--- config.mk ---
export PLATFORM = sky130hd
export DESIGN_NAME = dco_lock_monitor
export DESIGN_NICKNAME = d
export VERILOG_FILES = /design/src/rtl/dco_lock_monitor.sv
export SDC_FILE = /design/constraint.sdc
export NUM_CORES = 1
export LEC_CHECK = 0
export ABC_AREA = 0
export BUFFER_PORTS_ARGS = -buffer_cell sky130_fd_sc_hd__buf_4
export CAP_MARGIN = 20
export CORE_MARGIN = 5
export CORE_UTILIZATION = 50
export CTS_CLUSTER_SIZE = 40
export DETAILED_ROUTE_END_ITERATION = 10
export PLACE_DENSITY = 0.79
export SETUP_SLACK_MARGIN = 0.3
export SLEW_MARGIN = 30
export SYNTH_ARGS = -nofsm -noshare
export SYNTH_HDL_FRONTEND = slang
export SYNTH_SLANG_ARGS = --single-unit
--- constraint.sdc ---
create_clock -name clk -period 3.4 [get_ports clk]
set_input_delay 0.51 -clock clk [delete_from_list [all_inputs] [get_ports clk]]
set_output_delay 0.51 -clock clk [all_outputs]
set_load 0.005 [all_outputs]
--- src/rtl/dco_lock_monitor.sv ---
// Counts synchronized DCO rising edges per fixed window of system clocks and
// tracks lock status with separate acquire/release hysteresis counts.
module dco_lock_monitor #(
    parameter int unsigned WINDOW_CYCLES = 1024,
    parameter int unsigned CNT_W         = 16,
    parameter int unsigned EDGES_MIN     = 240,
    parameter int unsigned EDGES_MAX     = 272,
    parameter int unsigned LOCK_COUNT    = 4,
    parameter int unsigned UNLOCK_COUNT  = 2
) (
    input  logic             clk,
    input  logic             rstn,
    input  logic             dco_in,
    input  logic             enable,
    output logic [CNT_W-1:0] edge_count,
    output logic             count_valid,
    output logic             in_range,
    output logic             locked,
    output logic             lost,
    output logic [1:0]       state
);

    localparam int unsigned WIN_W  = (WINDOW_CYCLES > 1) ? $clog2(WINDOW_CYCLES) : 1;
    localparam int unsigned GOOD_W = $clog2(LOCK_COUNT + 1);
    localparam int unsigned BAD_W  = $clog2(UNLOCK_COUNT + 1);

    typedef enum logic [1:0] {
        IDLE    = 2'b00,
        ACQUIRE = 2'b01,
        LOCKED  = 2'b10
    } state_t;

    logic             s1, s2, s3;
    logic             edge_det;
    logic [WIN_W-1:0] win_cnt;
    logic [CNT_W-1:0] acc;
    logic [CNT_W-1:0] total;
    logic             win_end;
    logic             win_in_range;

    state_t            state_q, state_d;
    logic [GOOD_W-1:0] good_q, good_d;
    logic [BAD_W-1:0]  bad_q, bad_d;
    logic              lost_d;

    // Two-flop synchronizer plus history flop for rising-edge detection
    always_ff @(posedge clk or negedge rstn) begin
        if (!rstn) begin
            s1 <= 1'b0;
            s2 <= 1'b0;
            s3 <= 1'b0;
        end else begin
            s1 <= dco_in;
            s2 <= s1;
            s3 <= s2;
        end
    end

    assign edge_det     = s2 & ~s3;
    assign win_end      = enable && (win_cnt == WIN_W'(WINDOW_CYCLES - 1));
    assign total        = (acc == '1) ? acc : acc + CNT_W'(edge_det);
    assign win_in_range = (total >= CNT_W'(EDGES_MIN)) && (total <= CNT_W'(EDGES_MAX));

    // Window timer and saturating edge accumulator; the closing cycle's edge is included
    always_ff @(posedge clk or negedge rstn) begin
        if (!rstn) begin
            win_cnt     <= '0;
            acc         <= '0;
            edge_count  <= '0;
            count_valid <= 1'b0;
            in_range    <= 1'b0;
        end else begin
            count_valid <= win_end;
            if (!enable) begin
                win_cnt <= '0;
                acc     <= '0;
            end else if (win_end) begin
                win_cnt    <= '0;
                acc        <= '0;
                edge_count <= total;
                in_range   <= win_in_range;
            end else begin
                win_cnt <= win_cnt + WIN_W'(1);
                acc     <= total;
            end
        end
    end

    // Lock FSM: decisions are taken on the window-closing cycle
    always_comb begin
        state_d = state_q;
        good_d  = good_q;
        bad_d   = bad_q;
        lost_d  = 1'b0;
        if (!enable) begin
            state_d = IDLE;
            good_d  = '0;
            bad_d   = '0;
        end else begin
            case (state_q)
                IDLE: begin
                    state_d = ACQUIRE;
                end
                ACQUIRE: begin
                    bad_d = '0;
                    if (win_end) begin
                        if (!win_in_range) begin
                            good_d = '0;
                        end else if (good_q == GOOD_W'(LOCK_COUNT - 1)) begin
                            state_d = LOCKED;
                            good_d  = '0;
                        end else begin
                            good_d = good_q + GOOD_W'(1);
                        end
                    end
                end
                LOCKED: begin
                    good_d = '0;
                    if (win_end) begin
                        if (win_in_range) begin
                            bad_d = '0;
                        end else if (bad_q == BAD_W'(UNLOCK_COUNT - 1)) begin
                            state_d = ACQUIRE;
                            bad_d   = '0;
                            lost_d  = 1'b1;
                        end else begin
                            bad_d = bad_q + BAD_W'(1);
                        end
                    end
                end
                default: begin
                    state_d = IDLE;
                    good_d  = '0;
                    bad_d   = '0;
                end
            endcase
        end
    end

    always_ff @(posedge clk or negedge rstn) begin
        if (!rstn) begin
            state_q <= IDLE;
            good_q  <= '0;
            bad_q   <= '0;
            locked  <= 1'b0;
            lost    <= 1'b0;
        end else begin
            state_q <= state_d;
            good_q  <= good_d;
            bad_q   <= bad_d;
            locked  <= (state_d == LOCKED);
            lost    <= lost_d;
        end
    end

    assign state = state_q;

endmodule

# Word-level counts from Yosys, hierarchy flattened
# Index checks and enable logic that the tools add are counted.
# word_totals
regBits,56
in_bits,4
# classes
addsub,4
n_lt_le_gt_ge,2
n_eq_ne,10
muxes,28
n_bitwise,2
reduce_logical,6
# op_table
operator,n
$mux W16,3
$mux W2,11
$mux W10,2
$add A16 B1 Y16,1
$eq A16 B16 Y1 const B,1
$ge A16 B8 Y1 const B,1
$le A16 B9 Y1 const B,1
$mux W3,4
$add A10 B1 Y10 const B,1
$eq A10 B10 Y1 const B,1
$ne A3 B3 Y1 const B,2
$pmux W2 S3,1
$pmux W3 S2,1
$reduce_and A2 Y1,3
$mux W1,5
$eq A2 B1 Y1 const B,2
$eq A2 B2 Y1 const B,2
$pmux W2 S2,1
$add A3 B1 Y3 const B,1
$eq A3 B2 Y1 const B,1
$add A2 B1 Y2 const B,1
$logic_and A1 B1 Y1,2
$logic_not A2 Y1,1
$ne A2 B2 Y1 const B,1
2 further kinds,2

# Depth between registers and ports, before layout
# depth
word_depth,11
ltp_mapped,10

# Worst setup path after synthesis
# OpenSTA, ideal clock, no wires.
# synth_timing
path_type,flip-flop to flip-flop
from,register s2
to,register good_q[0]
setup_ns,0.066
arrival_time_ns,2.698
required_ns,3.334
path_slack_ns,0.636
stages_incl_launch_ff,11
path_buffers,0
period_less_slack_ns,2.764
path_cell_list,dfrtp_1 -> nor2b_1 -> ha_1 -> ha_1 -> and4_1 -> and3_1 -> a21o_1 -> or4_1 -> mux2_4 -> nor4_4 -> a22o_1
# synth_between
elab_chain_len,9
word_cells_on_any_way,10
cone_classes,add/sub (1); order compare (2); mux (5); bitwise (1); reduce/logical (1)
# synth_rtl
item,line_no,text
from (decl),33,"logic s1, s2, s3;"
from (signal assigned),50,s2 <= 1'b0;
from (signal assigned),54,s2 <= s1;
$and A1 B1 Y1 *,59,assign edge_det = s2 & ~s3;
$add A16 B1 Y16 *,61,assign total = (acc == '1) ? acc : acc + CNT_W'(edge_det);
$mux W16 *,61,
$ge A16 B8 Y1 or $le A16 B9 Y1 (tied branches),62,assign win_in_range = (total >= CNT_W'(EDGES_MIN)) && (total <= CNT_W'(EDGES_MAX));
$logic_and A1 B1 Y1 *,62,
$mux W3 *,107,if (!win_in_range) begin
$mux W3 *,106,if (win_end) begin
$pmux W3 S2 *,100,case (state_q)
$mux W3 *,95,if (!enable) begin
to (signal assigned),149,good_q <= good_d;
to (decl),42,"logic [GOOD_W-1:0] good_q, good_d;"
# Mark *: on every way between the ends. The rest lies on a longest branch, timed or not. The select of a mux whose other input is x is not followed.
# A chain may end at the register's enable or synchronous reset.

# Worst setup path in the final report
# layout_timing
from,register s2
to,"register state_q[1], in the netlist state[1]"
# layout_between
elab_chain_len,9
word_cells_on_any_way,12
cone_classes,add/sub (1); order compare (2); mux (7); bitwise (1); reduce/logical (1)
# layout_rtl
item,line_no,text
$and A1 B1 Y1 *,59,
$add A16 B1 Y16 *,61,
$mux W16 *,61,
$ge A16 B8 Y1 or $le A16 B9 Y1 (tied branches),62,
$logic_and A1 B1 Y1 *,62,
$mux W2 (on tied branches),"120, 107",
$mux W2 (on tied branches),"119, 106",
$pmux W2 S3 *,100,
$mux W2 *,95,
via state_d[1],41,"state_t state_q, state_d;"
to (signal assigned),148,state_q <= state_d;
to (decl),41,
# Mark *: on every way through the listed nets, which the timed path passes. The rest lies on a longest branch.

==> run summary <==
reg2reg start -> s2$_DFF_PN0_
vias in the first global route -> 2087
top cells by area, synth -> dfrtp_1 (51%), nor2_1 (5.1%), nand2_1 (5.0%), o21ai_0 (4.0%), xnor2_1 (2.9%)
Slew @ Worst Pin -> 0.6808 ns
Total GRT Usage -> 16.25%
crit path launch type -> flop
initial core utilization -> 52.38%
WL/cell -> 14.20 um
reg2reg path depth -> 10
Hold Path Class -> in -> async
Synth cell types -> 48
Crit-path slowest cell -> or4_1
PwrDens -> 366.4 mW/mm^2
P&R area growth vs syn -> 14.59%
static leakage -> 1.436 nW
final setup TNS -> 0 ns
Gate Count Post-Synth -> 278
final setup fails -> 0
cell chain of the critical path -> nor2b_1 > ha_1 > ha_1 > and4_1 > and3_1 > a21o_1 > or4_1 > mux2_4 > nor3_2 > a32o_1
RSZ-0062 raised after global routing -> false
Pre-Repair DR Iteration Count -> 4
Avg Synthesized Cell Area -> 9.807 sq um
Final Util -> 60.02%
Buf/Inv on CP -> 0
Final Net Count -> 311
Adder-Cell Fraction of Synth Area -> 1.836%
post-synth top area cell -> dfrtp_1
deepest clock path buffer count -> 2
clk sinks -> 56
internal power -> 0.0009030 W
type of element capturing the critical path -> flop
Max-Cap Viols -> 0
Compound-Gate Fraction of Synth Area -> 12.57%
Crit Path Class -> reg -> reg
grt total ovfl -> 0
Die Ht -> 83.84 um
Post-synth ARST share -> 100.0%
worst ir drop on vdd -> 0.2297 mV
final wirelength -> 5312 um
pin count of the biggest net entering global routing -> 57
Synth Flop Type -> dfrtp_1
Die Footprint -> 0.007029 sq mm
Post-CTS Hold Fix Bufs -> 0
num rows -> 26
worst clock skew -> 0.01372 ns
sw frac -> 21.11%
mapped cell area -> 0.002726 sq mm
DR DRC count -> 0
Root Driver -> clkbuf_8
max-slew violation count -> 0
global-route wire length before repair -> 9522 um
Syn Nets -> 286
most common cell after layout, fill and taps aside -> dfrtp_1
core box area -> 0.005205 sq mm
Yosys reg bits -> 56
status -> finished, final reports clean
Seq pwr share -> 59.3%
CP Max Fanout -> 7
Slew HR -> 54.61%
Synth Area in Simple Gates -> 26.30%
delay-heaviest family, CP -> simple AND/OR/NAND/NOR gates
ant diodes -> 0
Yosys warnings -> 0
final worst path period need -> 2.944 ns
Reg clk slew, reported paths -> 0.09 ns
clock network power share -> 37.1%
Crit path required time -> 3.65 ns
Die Width -> 83.84 um
Final Hold Fails -> 0
NetSw -> 0.0002416 W
CP most frequent cell -> ha_1
gp weighted congestion -> 0.9106
clk_lat worst skew -> 0.31 ns
largest family of logic cells by synthesized area -> simple AND/OR/NAND/NOR gates
CTS HTree Levels -> 2
Post-Synth XOR/XNOR Area -> 4.176%
Crit path arrival time -> 3.19 ns
mux share of post-synthesis cell area -> 1.285%
most frequent cells in the layout -> dfrtp_1 (56), nor2_1 (37), nand2_1 (36)
initial antenna violation count -> 0
hpwl dp -> 3785 um
cts bufs inserted -> 5
share of cells above drive strength 1 -> 15.79%
EDFF count, synth -> 0
CP max stage delay -> 0.53 ns
IO Pins -> 26
vias -> 2130
CTS tree -> built
f_max -> 0.3396 GHz
Comb power frac -> 3.5%
Final Cycle Share -> 86.60%
Antenna Nets Post-Route -> 0
R2R Setup Slk -> 0.46 ns
post-synth top area share -> 51.40%
Port Buffers -> 25
initial DRC count -> 153
Vias/cell -> 5.695
reg-to-reg endpoint -> state[1]$_DFF_PN0_
register area share after synthesis -> 51.40%
[worst max-delay path by stage]
stage                 start  cells after the start               endpoint  slack, ns
2_1_floorplan  s2$_DFF_PN0_                     10  good_q[0]$_DFFE_PN0P_       0.64
3_3_place_gp   s3$_DFF_PN0_                     10     state[0]$_DFF_PN0_       0.36
3_5_place_dp   s3$_DFF_PN0_                     10     state[1]$_DFF_PN0_       0.14
4_1_cts        s3$_DFF_PN0_                     10     state[1]$_DFF_PN0_       0.39
5_1_grt        s2$_DFF_PN0_                     10     state[1]$_DFF_PN0_       0.31
6_report       s2$_DFF_PN0_                     10     state[1]$_DFF_PN0_       0.46
[kinds of logic (layout without fill, tap and decap cells)]
kind of cell,count (synthesis),after routing
simple gates,134,134
flops,56,56
compound gates,52,52
buf+inv,16,42
xor+xnor,13,13
fa+ha+maj,4,4
mux,3,3
[power by group through the flow]
stage	logic, W	registers [W]	clock network, W
4_1_cts	0.0000421	0.000679	0.000441
6_report	0.0000405	0.000679	0.000425
3_5_place_dp	0.0000417	0.000692	0
3_3_place_gp	0.0000415	0.000692	0
2_1_floorplan	0.0000203	0.000690	0
5_1_grt	0.0000477	0.000681	0.000462
[what timing repair did]
item	in CTS	in global routing
gates resized for setup	2	4
endpoints found under the setup margin	6	10
pin swaps	0	3
buffers inserted	0	1
[sequential cells by signal, summed over array words and instances, names as in the netlist]
name,cells
s3,1
acc,16
lost,1
state,2
locked,1
s1,1
good_q,3
edge_count,16
in_range,1
win_cnt,10
count_valid,1
s2,1
bad_q,2
[synthesized netlist by cell type, drive strengths merged (2+ instances only)]
library cell / n
o211ai: 3
nor2b: 2
a32o: 2
nor4: 5
nor3: 8
and3: 7
or4: 2
nand2b: 2
dfrtp: 56
nand4: 9
ha: 4
a22o: 3
o21ai: 22
nor2: 37
xor2: 4
xnor2: 9
inv: 5
mux2i: 2
and4: 7
a21oi: 5
nand3: 13
nand2: 36
buf: 3
nand3b: 2
o31ai: 3
a21o: 3
clkbuf: 8
[through the flow]
stage               setup WS [ns]  hold slack [ns]  std cells  area, sq um  power [W]
finish                     0.4557           0.2347        374         3124   0.001145
CTS                        0.3892           0.2660        373         3097   0.001162
detailed placement         0.1421           0.3411        365         2977  0.0007341
floorplan                  0.6363           0.2144        278         2726  0.0007107
global placement           0.3642           0.3353        365         2977  0.0007333
global route               0.3078           0.2948        374         3124   0.001190
[area by class of cell]
| class | count | area, sq um |
|---|---|---|
| Fill cell | 457 | 2081 |
| Sequential cell | 56 | 1401 |
| Multi-Input combinational cell | 206 | 1291 |
| Timing Repair Buffer | 29 | 217.7 |
| Tap cell | 70 | 87.58 |
| Clock buffer | 6 | 72.57 |
| Clock inverter | 2 | 35.03 |
| Inverter | 5 | 18.77 |
[routing by layer]
metal,global-route usage (%),vias to the layer above,wire [um]
li1,-,1054,-
met1,21.62,1027,2522
met2,26.54,44,2486
met3,3.159,5,239
met4,5.556,0,63
met5,0,-,0
Note: power is estimated with default switching activity, not from simulation.
